[config.mk]
export PLATFORM = sky130hd
export DESIGN_NAME = rr_onehot_arbiter_flat
export DESIGN_NICKNAME = d
export VERILOG_FILES = /design/src/rtl/rr_onehot_arbiter_if.sv /design/src/rtl/rr_onehot_arbiter.sv /design/src/flat_wrapper.sv
export SDC_FILE = /design/constraint.sdc
export NUM_CORES = 1
export LEC_CHECK = 0
export CAP_MARGIN = 20
export CORE_MARGIN = 3
export CORE_UTILIZATION = 50
export CTS_CLUSTER_DIAMETER = 100
export DETAILED_ROUTE_END_ITERATION = 8
export GPL_TIMING_DRIVEN = 0
export PLACE_DENSITY = 0.72
export SYNTH_ARGS = -nofsm -noshare
export SYNTH_HDL_FRONTEND = slang
export SYNTH_SLANG_ARGS = --single-unit
[constraint.sdc]
create_clock -name clock -period 4 [get_ports clock]
set_clock_uncertainty 0.2 [all_clocks]
set_input_delay 0.8 -clock clock [delete_from_list [all_inputs] [get_ports clock]]
set_output_delay 0.8 -clock clock [all_outputs]
set_load 0.03 [all_outputs]
[src/rtl/rr_onehot_arbiter_if.sv]
// rr_onehot_arbiter_if: request/grant bundle between requesters and the round-robin arbiter
interface rr_onehot_arbiter_if;
    logic [7:0] req;
    logic [7:0] grant;
    logic       grant_valid;
    logic       grant_new;
    modport master (output req, input grant, input grant_valid, input grant_new);
    modport slave (input req, output grant, output grant_valid, output grant_new);
endinterface

[src/rtl/rr_onehot_arbiter.sv]
// rr_onehot_arbiter: eight-way round-robin arbiter with bounded grant hold and registered one-hot grant
module rr_onehot_arbiter #(
    parameter int MAX_HOLD = 15,
    parameter int HOLD_W   = 4
) (
    input logic               clock,
    input logic               reset,
    rr_onehot_arbiter_if.slave bus
);
    typedef enum logic {IDLE, GRANT} state_e;
    state_e            state_q, state_d;
    logic [7:0]        grant_q, grant_d, cand;
    logic [2:0]        ptr_q, ptr_d, win, idx;
    logic [HOLD_W-1:0] hold_q, hold_d;
    logic              new_q, new_d, valid_q, found, release_h, hold_max, repick;

    // The holder is masked out, so one scan serves both release and preemption.
    always_comb begin
        cand  = state_q == GRANT ? bus.req & ~grant_q : bus.req;
        found = 1'b0;
        win   = ptr_q;
        idx   = ptr_q;
        for (int k = 1; k <= 8; k++) begin
            idx = ptr_q + 3'(k);
            if (!found && cand[idx]) begin
                found = 1'b1;
                win   = idx;
            end
        end
    end

    assign hold_max  = hold_q == HOLD_W'(MAX_HOLD - 1);
    assign release_h = ~|(bus.req & grant_q);
    assign repick    = state_q == IDLE || release_h || (hold_max && found);

    always_comb begin
        state_d = state_q;
        grant_d = grant_q;
        ptr_d   = ptr_q;
        hold_d  = hold_max ? hold_q : hold_q + 1'b1;
        new_d   = 1'b0;
        if (repick) begin
            state_d = found ? GRANT : IDLE;
            grant_d = found ? 8'b1 << win : 8'h00;
            ptr_d   = found ? win : ptr_q;
            hold_d  = '0;
            new_d   = found;
        end
    end

    always_ff @(posedge clock) begin
        if (reset) begin
            state_q <= IDLE;
            grant_q <= 8'h00;
            ptr_q   <= 3'd7;
            hold_q  <= '0;
            new_q   <= 1'b0;
            valid_q <= 1'b0;
        end else begin
            state_q <= state_d;
            grant_q <= grant_d;
            ptr_q   <= ptr_d;
            hold_q  <= hold_d;
            new_q   <= new_d;
            valid_q <= |grant_d;
        end
    end

    assign bus.grant       = grant_q;
    assign bus.grant_valid = valid_q;
    assign bus.grant_new   = new_q;
endmodule

[src/flat_wrapper.sv]
// flat-port wrapper written by rule: the top's interface ports become plain ports
module rr_onehot_arbiter_flat 
#(
    parameter int MAX_HOLD = 15,
    parameter int HOLD_W   = 4
)
  (clock, reset, bus_req, bus_grant, bus_grant_valid, bus_grant_new);
  rr_onehot_arbiter_if bus_i ();
  input logic clock;
  input logic reset;
  input wire logic [$bits(bus_i.req)-1:0] bus_req;
  output wire logic [$bits(bus_i.grant)-1:0] bus_grant;
  output wire logic [$bits(bus_i.grant_valid)-1:0] bus_grant_valid;
  output wire logic [$bits(bus_i.grant_new)-1:0] bus_grant_new;
  assign bus_i.req = bus_req;
  assign bus_grant = bus_i.grant;
  assign bus_grant_valid = bus_i.grant_valid;
  assign bus_grant_new = bus_i.grant_new;
  rr_onehot_arbiter #(.MAX_HOLD(MAX_HOLD), .HOLD_W(HOLD_W)) u_core (.clock(clock), .reset(reset), .bus(bus_i));
endmodule
==> results.txt <==
Measured against its own limit, the worst slew margin works out to approximately 58%. The number of levels in the clock H-tree came out at 1. Setup repair after global routing left no endpoint under its margin. Counting instances in the post-synthesis netlist gives the leading cell types as nand2_1 (23), dfxtp_1 (18), a21oi_1 (14), nor2_1 (12), mux2i_1 (10). The end-of-flow core utilization is a little over three fifths.

The areal power density over the cells came out at between 900 and 1000 nW/um^2. The number of buffers inserted for hold repair after clock tree synthesis is 0. The cell area after technology mapping is 1900 um^2. The data required time of the worst path is slightly below 4000 ps. The mean post-synth cell area came out at slightly above 9 um^2.

The antenna violation net count after detailed routing came out at 0. The top-area cell type share of the netlist area came out at 19.0%. For this run, asynchronously set or reset flops after synthesis account for 0%. The transition at the pin with the smallest max-transition slack came out at 615 ps. The data arrival time of the worst path came out at roughly 3800 ps. In this run the core area contains 21 standard-cell rows. The final layout net count came out at roughly 240. The achievable frequency is approximately 260 MHz. The initial antenna violation count is 0.

The peak supply drop came out at 491 uV. The worst hold path cell count came out at 2. The maximum clock path buffer count came out at 2.

The number of failing hold endpoints at the final stage is 0. The net count after synthesis came out at ~220. The total clock sinks is 18.

The worst hold margin is 367 ps. The die width came out at approximately 68 um. The register clock-pin slew on the reported worst setup and hold paths came out at around 70 ps.

The number of vias per cell is 6.60. In this run the worst path has a maximum fanout of 8. Max-cap violations in this run came to 0.

The final weighted congestion of routability-driven global placement is slightly above 1. The worst reg2reg path endpoint is u_core.bus.grant[4]. The setup path with the least slack is of type in2reg. The share of layout cells above drive strength 1 came out at 19.7%. For this block, the initial DRC count from the detailed router was between 100 and 150.

The number of top-level pins is 20. The worst path needs approximately 3900 ps of the cycle, external delays included. The leakage power total came out at roughly 0.84 nW.

The flow ran to the end, and the final reports show no timing, DRC or antenna violations. The leading area contributor after synthesis is dfxtp_1. After detailed routing, the number of remaining DRC violations is 0.

The final-report max-slew violation count came out at 0. The depth of the worst register-to-register path came out at 12. The number of buffers created by CTS came out at 3. 0 antenna diodes ended up in the layout.

The synthesized instance count is 207. After synthesis, the cell types taking the most area are dfxtp_1 (19%), mux4_2 (9.5%), mux2i_1 (5.3%). The sum of overflow across all layers after global routing came out at 0. The worst hold path begins at u_core.hold_q[3]. STA classifies the critical path endpoint as a flip-flop. For this run, the leading register cell type out of synthesis is dfxtp_1.

Detailed placement ended at an HPWL of around 3900 um. The detailed-route wire length is 4810 um. The worst hold path terminates at u_core.hold_q[3].

In this run the worst hold path is classified as reg2reg. The region available for standard cell placement spans 3490 um^2. The sequential share of the synthesized area came out at roughly a fifth. In this run the critical register-to-register path is launched from u_core.ptr_q[1]. The distinct cell type count of the synthesized netlist came out at 62. For this configuration, the core starts out at a cell density of a little over half. STA classifies the critical path startpoint as an input port.

The number of synthesis warnings came out at 0. The overall fraction of global-route tracks in use is 23.8%. The final route contains between 1500 and 2000 vias.

The clock tree from TritonCTS is done. The area growth from synthesis to final layout is 16.1%. The count of endpoints failing setup in the final report came out at 0. The first global-routing pass estimated 8390 um of wire. Dividing the detail-routed wire length by the instance count gives 17.5 um. The count of state elements after synthesis is 18. The pre-antenna-repair detailed-routing pass consisted of 4 iterations.

The number of enable-type register cells in the synthesized netlist came out at 0. Of the available clock period, the critical path in the final layout requires a little over nine tenths. The largest net degree at the start of global routing is 11. Input and output buffers added on the ports amount to 18. The insertion delay of the later-clocked pin in the worst-skew pair came out at roughly 250 ps. The vertical die dimension is a little under 70 um. The full die area came out at 4580 um^2. The via count of the first global-routing pass is ~1800. The clock root buffer is clkbuf_8.

Across all register-to-register paths, the minimum setup slack is between 400 and 500 ps. The leading cell type by number of instances after synthesis is nand2_1.
## worst max-delay path, stage by stage
cell and delay (ps):
clkdlybuf4s50_1 420, a21boi_2 200, mux2i_1 520, nand2_1 150
mux4_2 580, nor3_4 400, a221oi_4 150, xnor2_2 170
and2_4 190, a32o_1 240
## worst max-delay path by stage
| stage | startpoint | to | slack, ps | cells past startpoint |
|---|---|---|---|---|
| after floorplan | bus_req[7] | u_core.bus.grant[1] | 750 | 9 |
| after global routing | bus_req[0] | u_core.bus.grant[4] | 30 | 10 |
| after detailed placement | bus_req[0] | u_core.bus.grant[5] | -80 | 10 |
| final | bus_req[0] | u_core.bus.grant[5] | 130 | 10 |
| after global placement | bus_req[0] | u_core.bus.grant[5] | 10 | 10 |
| after CTS | u_core.ptr_q[1] | u_core.bus.grant[5] | 170 | 11 |
## per-stage QoR
stage                     TNS [ps]  worst slack [ps]  instance area [um^2]  power (mW)  cells
final                            0               128                  2210        2.01    275
after global routing             0              34.1                  2210        2.17    275
after floorplan                  0               750                  1900        1.51    207
after CTS                        0               167                  2190        1.97    275
after detailed placement      -499             -81.4                  2140        1.82    271
after global placement           0              10.5                  2140        1.78    271
## power breakdown
part	internal, mW	switching (mW)
Clock	0.0874	0.0581
Sequential	0.213	0.0279
Combinational	0.663	0.959
## flip-flops by register name (all words and copies together), names as in the netlist
signal / flops
u_core.bus.grant: 8
u_core.hold_q: 4
u_core.ptr_q: 3
u_core.bus.grant_valid: 1
u_core.state_q: 1
u_core.bus.grant_new: 1
## logic make-up (layout without fill, tap and decap cells)
| logic type | count (synthesis) | in the layout | share of synthesized area, % |
|---|---|---|---|
| muxes | 26 | 26 | 21.5 |
| DFF | 18 | 18 | 19.0 |
| xor gates and xnor gates | 7 | 7 | 3.62 |
| AOI/OAI and AO/OA | 73 | 73 | 30.7 |
| and+or+nand+nor | 62 | 62 | 17.8 |
| adders and majority gates | 4 | 4 | 2.63 |
| buffers and inverters | 17 | 39 | 4.87 |
## per-layer routing
layer  vias up  share of wire, %  global-route usage, %
li1        857                 -                      -
met1       893                45                   32.6
met2        61                49                   38.4
met3         4               5.9                   4.99
met4         0              0.40                   4.56
met5         -                 0                      0
## cells in the final DEF, fill, tap and decap left out, drive strengths merged, types with 5 or more instances in the layout
master          n
mux4           10
xnor2           5
a32o            8
clkdlybuf4s50  18
a21oi          14
o22ai           5
clkbuf         10
mux2i          13
nand2          24
nor3            6
nor2           12
a21boi         10
dfxtp          18
o21ai           8
a22oi           5
buf             6
## repair_timing
item                       in CTS  in global routing
buffers inserted                0                  0
gates resized for setup         0                  5
setup endpoints to repair       0                 12
## final cells by class
class	instances	area, um^2
sequential	18	360
timing repair buffer	18	180
inverter	5	18.8
fill	312	1290
buffer	12	76.3
multi-input combinational	172	1460
clock buffer	4	55.1
tap	46	57.6
Note: power is estimated with default switching activity, not from simulation.
